--- src/rtl/encoder_reg.sv ---
// encoder_reg -- registered priority encoder with a valid/ready handshake.
//
// Compresses a (nominally one-hot) request vector into a binary index and
// flags zero-hot and multi-hot inputs. A saturating counter tracks how many
// multi-hot vectors were accepted. There is one output register, so the
// block holds at most one result. in_ready is combinational so that a full
// register can be drained and refilled in the same cycle.
//
// Configuration macro:
//   ENCODER_REG_LSB_PRIO_EN  defined   -> out = index of lowest set bit
//                            undefined -> out = index of highest set bit
//
// Parameters:
//   OUT_W  width of the encoded index; input width is 2**OUT_W
//   CNT_W  width of the multi-hot error counter
//
// Ports:
//   clk        rising-edge clock
//   rst        asynchronous, active-high reset
//   in         request vector to encode
//   en         encoder enable; 0 suppresses capture
//   in_valid   in is valid this cycle
//   in_ready   block can accept in this cycle
//   out        encoded index
//   out_valid  out / out_zero / out_multi are valid
//   out_ready  downstream accepts the output this cycle
//   out_zero   captured vector was all zeros
//   out_multi  captured vector had more than one bit set
//   err_cnt    saturating count of accepted multi-hot vectors
//   cnt_clr    synchronous clear of err_cnt (wins over an increment)

module encoder_reg #(
  parameter int OUT_W = 2,
  parameter int CNT_W = 8
) (
  input  logic                  clk,
  input  logic                  rst,
  input  logic [2**OUT_W-1:0]   in,
  input  logic                  en,
  input  logic                  in_valid,
  output logic                  in_ready,
  output logic [OUT_W-1:0]      out,
  output logic                  out_valid,
  input  logic                  out_ready,
  output logic                  out_zero,
  output logic                  out_multi,
  output logic [CNT_W-1:0]      err_cnt,
  input  logic                  cnt_clr
);

  localparam int IN_W = 2**OUT_W;
  localparam logic [CNT_W-1:0] CNT_MAX = {CNT_W{1'b1}};

  typedef enum logic [0:0] {
    EMPTY = 1'b0,
    FULL  = 1'b1
  } state_t;

  state_t             state_r;
  logic [OUT_W-1:0]   out_r;
  logic               out_valid_r;
  logic               out_zero_r;
  logic               out_multi_r;
  logic [CNT_W-1:0]   err_cnt_r;

  logic               accept_s;
  logic [OUT_W-1:0]   index_s;
  logic               zero_s;
  logic               multi_s;

  // Priority encode: a later match in the scan overrides an earlier one, so
  // the scan direction selects which end of the vector wins.
  function automatic logic [OUT_W-1:0] prio_index(input logic [IN_W-1:0] vec);
    logic [OUT_W-1:0] idx;
    idx = {OUT_W{1'b0}};
`ifdef ENCODER_REG_LSB_PRIO_EN
    for (int i = IN_W - 1; i >= 0; i--) begin
      if (vec[i]) begin
        idx = OUT_W'(i);
      end else begin
        idx = idx;
      end
    end
`else
    for (int i = 0; i < IN_W; i++) begin
      if (vec[i]) begin
        idx = OUT_W'(i);
      end else begin
        idx = idx;
      end
    end
`endif
    return idx;
  endfunction

  // More than one bit set: clearing the lowest set bit leaves something.
  function automatic logic is_multi(input logic [IN_W-1:0] vec);
    logic [IN_W-1:0] rest;
    rest = vec & (vec - {{(IN_W-1){1'b0}}, 1'b1});
    return (rest != {IN_W{1'b0}});
  endfunction

  // Handshake and encode of the incoming vector.
  always_comb begin
    in_ready = !out_valid_r || out_ready;
    accept_s = en && in_valid && in_ready;
    index_s  = prio_index(in);
    zero_s   = (in == {IN_W{1'b0}});
    multi_s  = is_multi(in);
  end

  // Output register state machine; holds data stable while stalled.
  always_ff @(posedge clk or posedge rst) begin
    if (rst) begin
      state_r     <= EMPTY;
      out_r       <= {OUT_W{1'b0}};
      out_valid_r <= 1'b0;
      out_zero_r  <= 1'b0;
      out_multi_r <= 1'b0;
    end else begin
      case (state_r)
        EMPTY: begin
          if (accept_s) begin
            state_r     <= FULL;
            out_valid_r <= 1'b1;
            out_r       <= index_s;
            out_zero_r  <= zero_s;
            out_multi_r <= multi_s;
          end else begin
            state_r     <= EMPTY;
            out_valid_r <= 1'b0;
          end
        end
        FULL: begin
          if (accept_s) begin
            // accept implies out_ready here: drain and refill, no bubble
            state_r     <= FULL;
            out_valid_r <= 1'b1;
            out_r       <= index_s;
            out_zero_r  <= zero_s;
            out_multi_r <= multi_s;
          end else if (out_ready) begin
            state_r     <= EMPTY;
            out_valid_r <= 1'b0;
          end else begin
            state_r     <= FULL;
            out_valid_r <= 1'b1;
          end
        end
        default: begin
          state_r     <= EMPTY;
          out_valid_r <= 1'b0;
        end
      endcase
    end
  end

  // Saturating multi-hot counter; clear wins over increment.
  always_ff @(posedge clk or posedge rst) begin
    if (rst) begin
      err_cnt_r <= {CNT_W{1'b0}};
    end else if (cnt_clr) begin
      err_cnt_r <= {CNT_W{1'b0}};
    end else if (accept_s && multi_s && (err_cnt_r != CNT_MAX)) begin
      err_cnt_r <= err_cnt_r + {{(CNT_W-1){1'b0}}, 1'b1};
    end else begin
      err_cnt_r <= err_cnt_r;
    end
  end

  assign out       = out_r;
  assign out_valid = out_valid_r;
  assign out_zero  = out_zero_r;
  assign out_multi = out_multi_r;
  assign err_cnt   = err_cnt_r;

endmodule

--- config.mk ---
export PLATFORM = sky130hd
export DESIGN_NAME = encoder_reg
export DESIGN_NICKNAME = d
export VERILOG_FILES = /design/src/rtl/encoder_reg.sv
export SDC_FILE = /design/constraint.sdc
export NUM_CORES = 1
export LEC_CHECK = 0
export ABC_AREA = 1
export CAP_MARGIN = 20
export CORE_MARGIN = 2
export CORE_UTILIZATION = 39
export CTS_BUF_LIST = sky130_fd_sc_hd__clkbuf_2
export DETAILED_ROUTE_END_ITERATION = 8
export DONT_BUFFER_PORTS = 1
export HOLD_SLACK_MARGIN = 0.03
export PLACE_DENSITY = 0.6
export SLEW_MARGIN = 20
export SYNTH_ARGS = -nofsm -noshare
export SYNTH_HDL_FRONTEND = slang
export SYNTH_SLANG_ARGS = --single-unit
--- constraint.sdc ---
create_clock -name clk -period 1.7 [get_ports clk]
set_input_delay 0.085 -clock clk [delete_from_list [all_inputs] [get_ports clk]]
set_output_delay 0.085 -clock clk [all_outputs]
set_load 0.01 [all_outputs]
# Word level (Yosys, flattened, before mapping)
# Index checks and enable logic that the tools add are counted.
[op_classes]
add_sub_neg = 2
eq_ne = 1
n_mux = 12
bitwise = 2
n_reduce_logical = 9
[op_table]
columns = ["cell", "n"]
rows = [
  ["2-to-1 mux 8 bit", 2],
  ["adder 8 x 1 -> 8 bit (second input constant)", 1],
  ["inequality test 8 bit (second input constant)", 1],
  ["2-to-1 mux 1 bit", 6],
  ["2-to-1 mux 2 bit", 3],
  ["AND 4 bit", 1],
  ["logical AND 1 bit", 4],
  ["zero test 4 bit", 1],
  ["nonzero test 4 bit", 1],
  ["subtractor 4 x 1 -> 4 bit (second input constant)", 1],
  ["case mux 1 bit (2 select lines)", 1],
  ["nonzero test 2 bit", 1],
  ["zero test 1 bit", 1],
  ["logical OR 1 bit", 1],
  ["NOT 1 bit", 1],
]
[totals]
ff_bits = 13
in_bits = 10
output_inout_bits = 14
word_cells = 31

# Longest topological paths before layout
[logic_depth]
word_depth = 7
ltp_mapped = 9
ltp_nobuf = 8

# Worst setup path after synthesis
# OpenSTA, ideal clock, no wires.
[synth_timing]
path_type = "reg2reg"
from = "register err_cnt_r[1], in the netlist err_cnt[1]"
to = "register err_cnt_r[3], in the netlist err_cnt[3]"
setup_time_ns = 0.117
t_arrival_ns = 1.211
t_required_ns = 1.583
setup_slack_ns = 0.372
stages_incl_launch_ff = 9
n_path_buf = 0
period_less_slack_ns = 1.328
path_cell_list = "dfrtp_1 > ha_1 > nand2_2 > nor2_4 > nand3_4 > nand3_4 > nand2_4 > nand2_1 > nand2_1"
[synth_between]
elab_chain_len = 3
elab_cells_between_ends = 6
classes_between = "add/sub: 1; eq/ne: 1; mux: 2; reduce/logical: 2"
[synth_rtl]
columns = ["item", "line_no", "source"]
rows = [
  ["from (decl)", "64", "logic [CNT_W-1:0] err_cnt_r;"],
  ["from (signal assigned)", "161", "err_cnt_r <= {CNT_W{1'b0}};"],
  ["from (signal assigned)", "163", "err_cnt_r <= {CNT_W{1'b0}};"],
  ["from (signal assigned)", "165", "err_cnt_r <= err_cnt_r + {{(CNT_W-1){1'b0}}, 1'b1};"],
  ["adder 8 x 1 -> 8 bit or inequality test 8 bit (tied branches)", "165, 164", ""],
  ["2-to-1 mux 8 bit or logical AND 1 bit (tied branches)", "164", "end else if (accept_s && multi_s && (err_cnt_r != CNT_MAX)) begin"],
  ["2-to-1 mux 8 bit or nonzero test 2 bit (tied branches)", "--", ""],
]
# Parallel ways exist; a longest one is shown, timed or not. The select of a mux whose other input is x is not followed.
# A chain may end at the register's enable or synchronous reset.

# Worst setup path after layout
[layout_timing]
from = "register err_cnt_r[0], in the netlist err_cnt[0]"
to = "register err_cnt_r[7], in the netlist err_cnt[7]"
# The elaborated chain is that of the path after synthesis.

==> metrics.md <==
| Metric | Value |
|---|---|
| Post-synth EDFFs | `0` |
| Number of CTS-inserted buffers | `3` |
| GPL Wtd Cong | `0.696` |
| Initial DRC Count | `7` |
| Leakage | `0.000485 uW` |
| HP Class | `input port to flip-flop` |
| Min-delay src | `in[3]` |
| Type of origin of the critical path | `flip-flop` |
| Sequential share of the synthesized area | `40.2%` |
| Outcome | `finished, final reports clean` |
| Adder-Cell Fraction of Synth Area | `1.55%` |
| Row count | `16` |
| Post-CTS Setup Bufs | `0` |
| GRT Total Usage | `15.5%` |
| Max Slew Vio Count | `0` |
| Top area cells in the synthesized netlist | `dfrtp_1 (40%), nand2_1 (13%), nand3_1 (11%)` |
| Clock Path Buffers | `2` |
| VDD IR max | `0.358 mV` |
| MaxCap Viol Count | `0` |
| H-tree depth | `1` |
| Worst setup EP type | `flip-flop` |
| Post-route ant nets | `0` |
| Post-DR vias/cell | `4.92` |
| Worst endpoint data arrival time | `1.53 ns` |
| Asr flop ratio synth | `100%` |
| Placed Cells incl. Taps | `134` |
| PwrDens | `619 mW/mm2` |
| Area grow syn2layout | `15.6%` |
| 1st-pass router iterations | `4` |
| Final HPWL DP | `1.28 mm` |
| Initial Utilization | `41.3%` |
| Via count | `713` |
| Main synth FF type | `dfrtp_1` |
| Synth Register Bits | `13` |
| Total congestion overflow | `0` |
| Residual DRC | `0` |
| CTS Sinks | `13` |
| Share of layout cells above drive strength 1 | `16.9%` |
| Post-synth top area cell | `dfrtp_1` |
| Final period util | `80.6%` |
| Layout Cells excl Fill | `145` |
| DIE WIDTH | `49.6 um` |
| Worst EP required | `1.86 ns` |
| Post-layout min period | `1.37 ns` |
| Vias in the first global route | `691` |
| YS warnings | `0` |
| Die ar. | `0.00246 mm2` |
| Post-synthesis compound-gate area fraction | `4.64%` |
| Hold buffers post-CTS | `6` |
| Top cells by count, synth | `nand2_1 (27), nand3_1 (18), dfrtp_1 (13), inv_1 (11), nor2_1 (11)` |
| Count leader, synth | `nand2_1` |
| Mapped Nets | `118` |
| Worst slew pin tran | `0.516 ns` |
| First-pass GRT wire length | `2.99 mm` |
| Final Setup Violations | `0` |
| RR Startpoint | `err_cnt[0]` |
| Synth unique cells | `20` |
| I/O pin count | `24` |
| Synth Area in XOR/XNOR | `3.25%` |
| Slew Limit Headroom | `65.5%` |
| Pin count of the biggest net entering global routing | `15` |
| Top cell type's share of synthesized area | `40.2%` |
| Post-synthesis mux area share | `0%` |
| CTS tree | `yes` |
| Crit Path Class | `flip-flop to flip-flop` |
| R2r setup slk | `0.33 ns` |
| Multi-input logic area | `419 um2` |
| Syn avg cell area | `7.57 um2` |
| Clock Pin Slew Worst Setup and Hold Paths | `0.13 ns` |
| Initial antenna violation count | `0` |
| Core area | `0.00196 mm2` |
| Max Fclk | `730 MHz` |
| Avg WL per Cell | `11.8 um` |
| Hold Fails Final Rpt | `0` |
| Port bufs | `0` |
| Ant. Diodes | `0` |
| CP Max Fanout | `9` |
| Cells after synthesis | `107` |
| Register area | `325 um2` |
| PostCTS Resize Cnt | `0` |
| RSZ-0062 raised after global routing | `false` |
| Simple-gate share of the synthesized area | `42.3%` |
| Worst Setup SP | `err_cnt[0]` |
| Main combinational cell family by area after synthesis | `simple AND/OR/NAND/NOR gates` |
| Final setup skew | `0.00929 ns` |
| CTS root buf | `clkbuf_2` |
| Nets | `130` |
| Sum of negative setup slack | `0 ns` |
| # fillers | `218` |
| Synth Cell Area | `810 um2` |
| WL final | `1.72 mm` |
| Clk_lat worst skew | `0.26 ns` |
| Die Height | `49.6 um` |
flip-flops by register name, summed over array words and instances (netlist names):
register	flops
out_valid	1
err_cnt	8
out_zero	1
out	2
out_multi	1
cell families (layout without fill, tap and decap cells):
group	count (synthesis)	after routing
compound gates	6	6
xor+xnor	3	3
fa+ha+maj	1	1
buf+inv	16	27
flops	13	13
simple gates	68	68
worst paths after layout:
kind | depth (start not counted) | to
min reg2reg | 2 | out_multi
min | 4 | out[1]
max in group asynchronous | 2 | err_cnt[7]
max reg2reg | 8 | err_cnt[7]
max | 8 | err_cnt[7]
min in group asynchronous | 2 | err_cnt[1]
worst max-delay path, cell delays in order (launching register included):
cell	delay, ns
dfrtp_1	0.37
ha_1	0.25
nand2_2	0.09
nor2_4	0.13
nand3_4	0.09
nand3_4	0.16
nand2_4	0.06
nand2_1	0.07
nand2_1	0.04
layout make-up:
class                      count  area share [%]
clock buffer                   3            1.60
clock inverter                 1           0.535
tap                           27            3.61
sequential                    13            34.8
timing repair buffer           9            9.09
inverter                      14            5.61
multi-input combinational     78            44.8
cell usage in the layout (no fill, tap or decap):
| cell | netlist | layout |
|---|---|---|
| nand2_4 | 1 | 1 |
| xor2_1 | 3 | 3 |
| nand3_4 | 2 | 2 |
| nand3_1 | 18 | 18 |
| nor2_2 | 1 | 1 |
| nor3_1 | 2 | 2 |
| buf_4 | 1 | 2 |
| clkbuf_2 | 0 | 3 |
| o21ai_0 | 1 | 1 |
| ha_1 | 1 | 1 |
| nor2_4 | 2 | 2 |
| nand2_1 | 27 | 27 |
| a21oi_2 | 1 | 1 |
| a22o_1 | 1 | 1 |
| inv_1 | 11 | 11 |
| nand2_2 | 4 | 4 |
| a21oi_1 | 3 | 3 |
| dlygate4sd3_1 | 0 | 7 |
| clkinv_2 | 0 | 1 |
| dfrtp_1 | 13 | 13 |
| nor2_1 | 11 | 11 |
| inv_2 | 3 | 3 |
where the power goes:
group | switching, uW | leakage (uW) | internal (uW)
Clock | 100 | 0.0000164 | 53.2
Combinational | 50.1 | 0.000297 | 31.9
Sequential | 18.6 | 0.000171 | 326
Total | 169 | 0.000485 | 411
metal layers:
layer / wire length [um] / up-vias / GRT usage [%]
met1: 790 / 331 / 19.7
met2: 820 / 22 / 24.4
li1: - / 360 / -
met3: 104 / 0 / 4.24
met4: 0 / 0 / 6.94
met5: 0 / - / 0
through the flow:
stage	hold WS [ns]	power [uW]	utilization (%)	instance area [um2]	setup WS, ns
4_1_cts	0.0341	590	47.2	926	0.323
2_1_floorplan	-0.0380	403	-	810	0.372
3_5_place_dp	0.0376	420	43.1	846	0.342
5_1_grt	0.0337	623	47.7	936	0.202
6_report	0.0542	580	47.7	936	0.330
3_3_place_gp	0.0334	417	43.1	846	0.395
No activity file was read; power rests on OpenSTA's default activity.
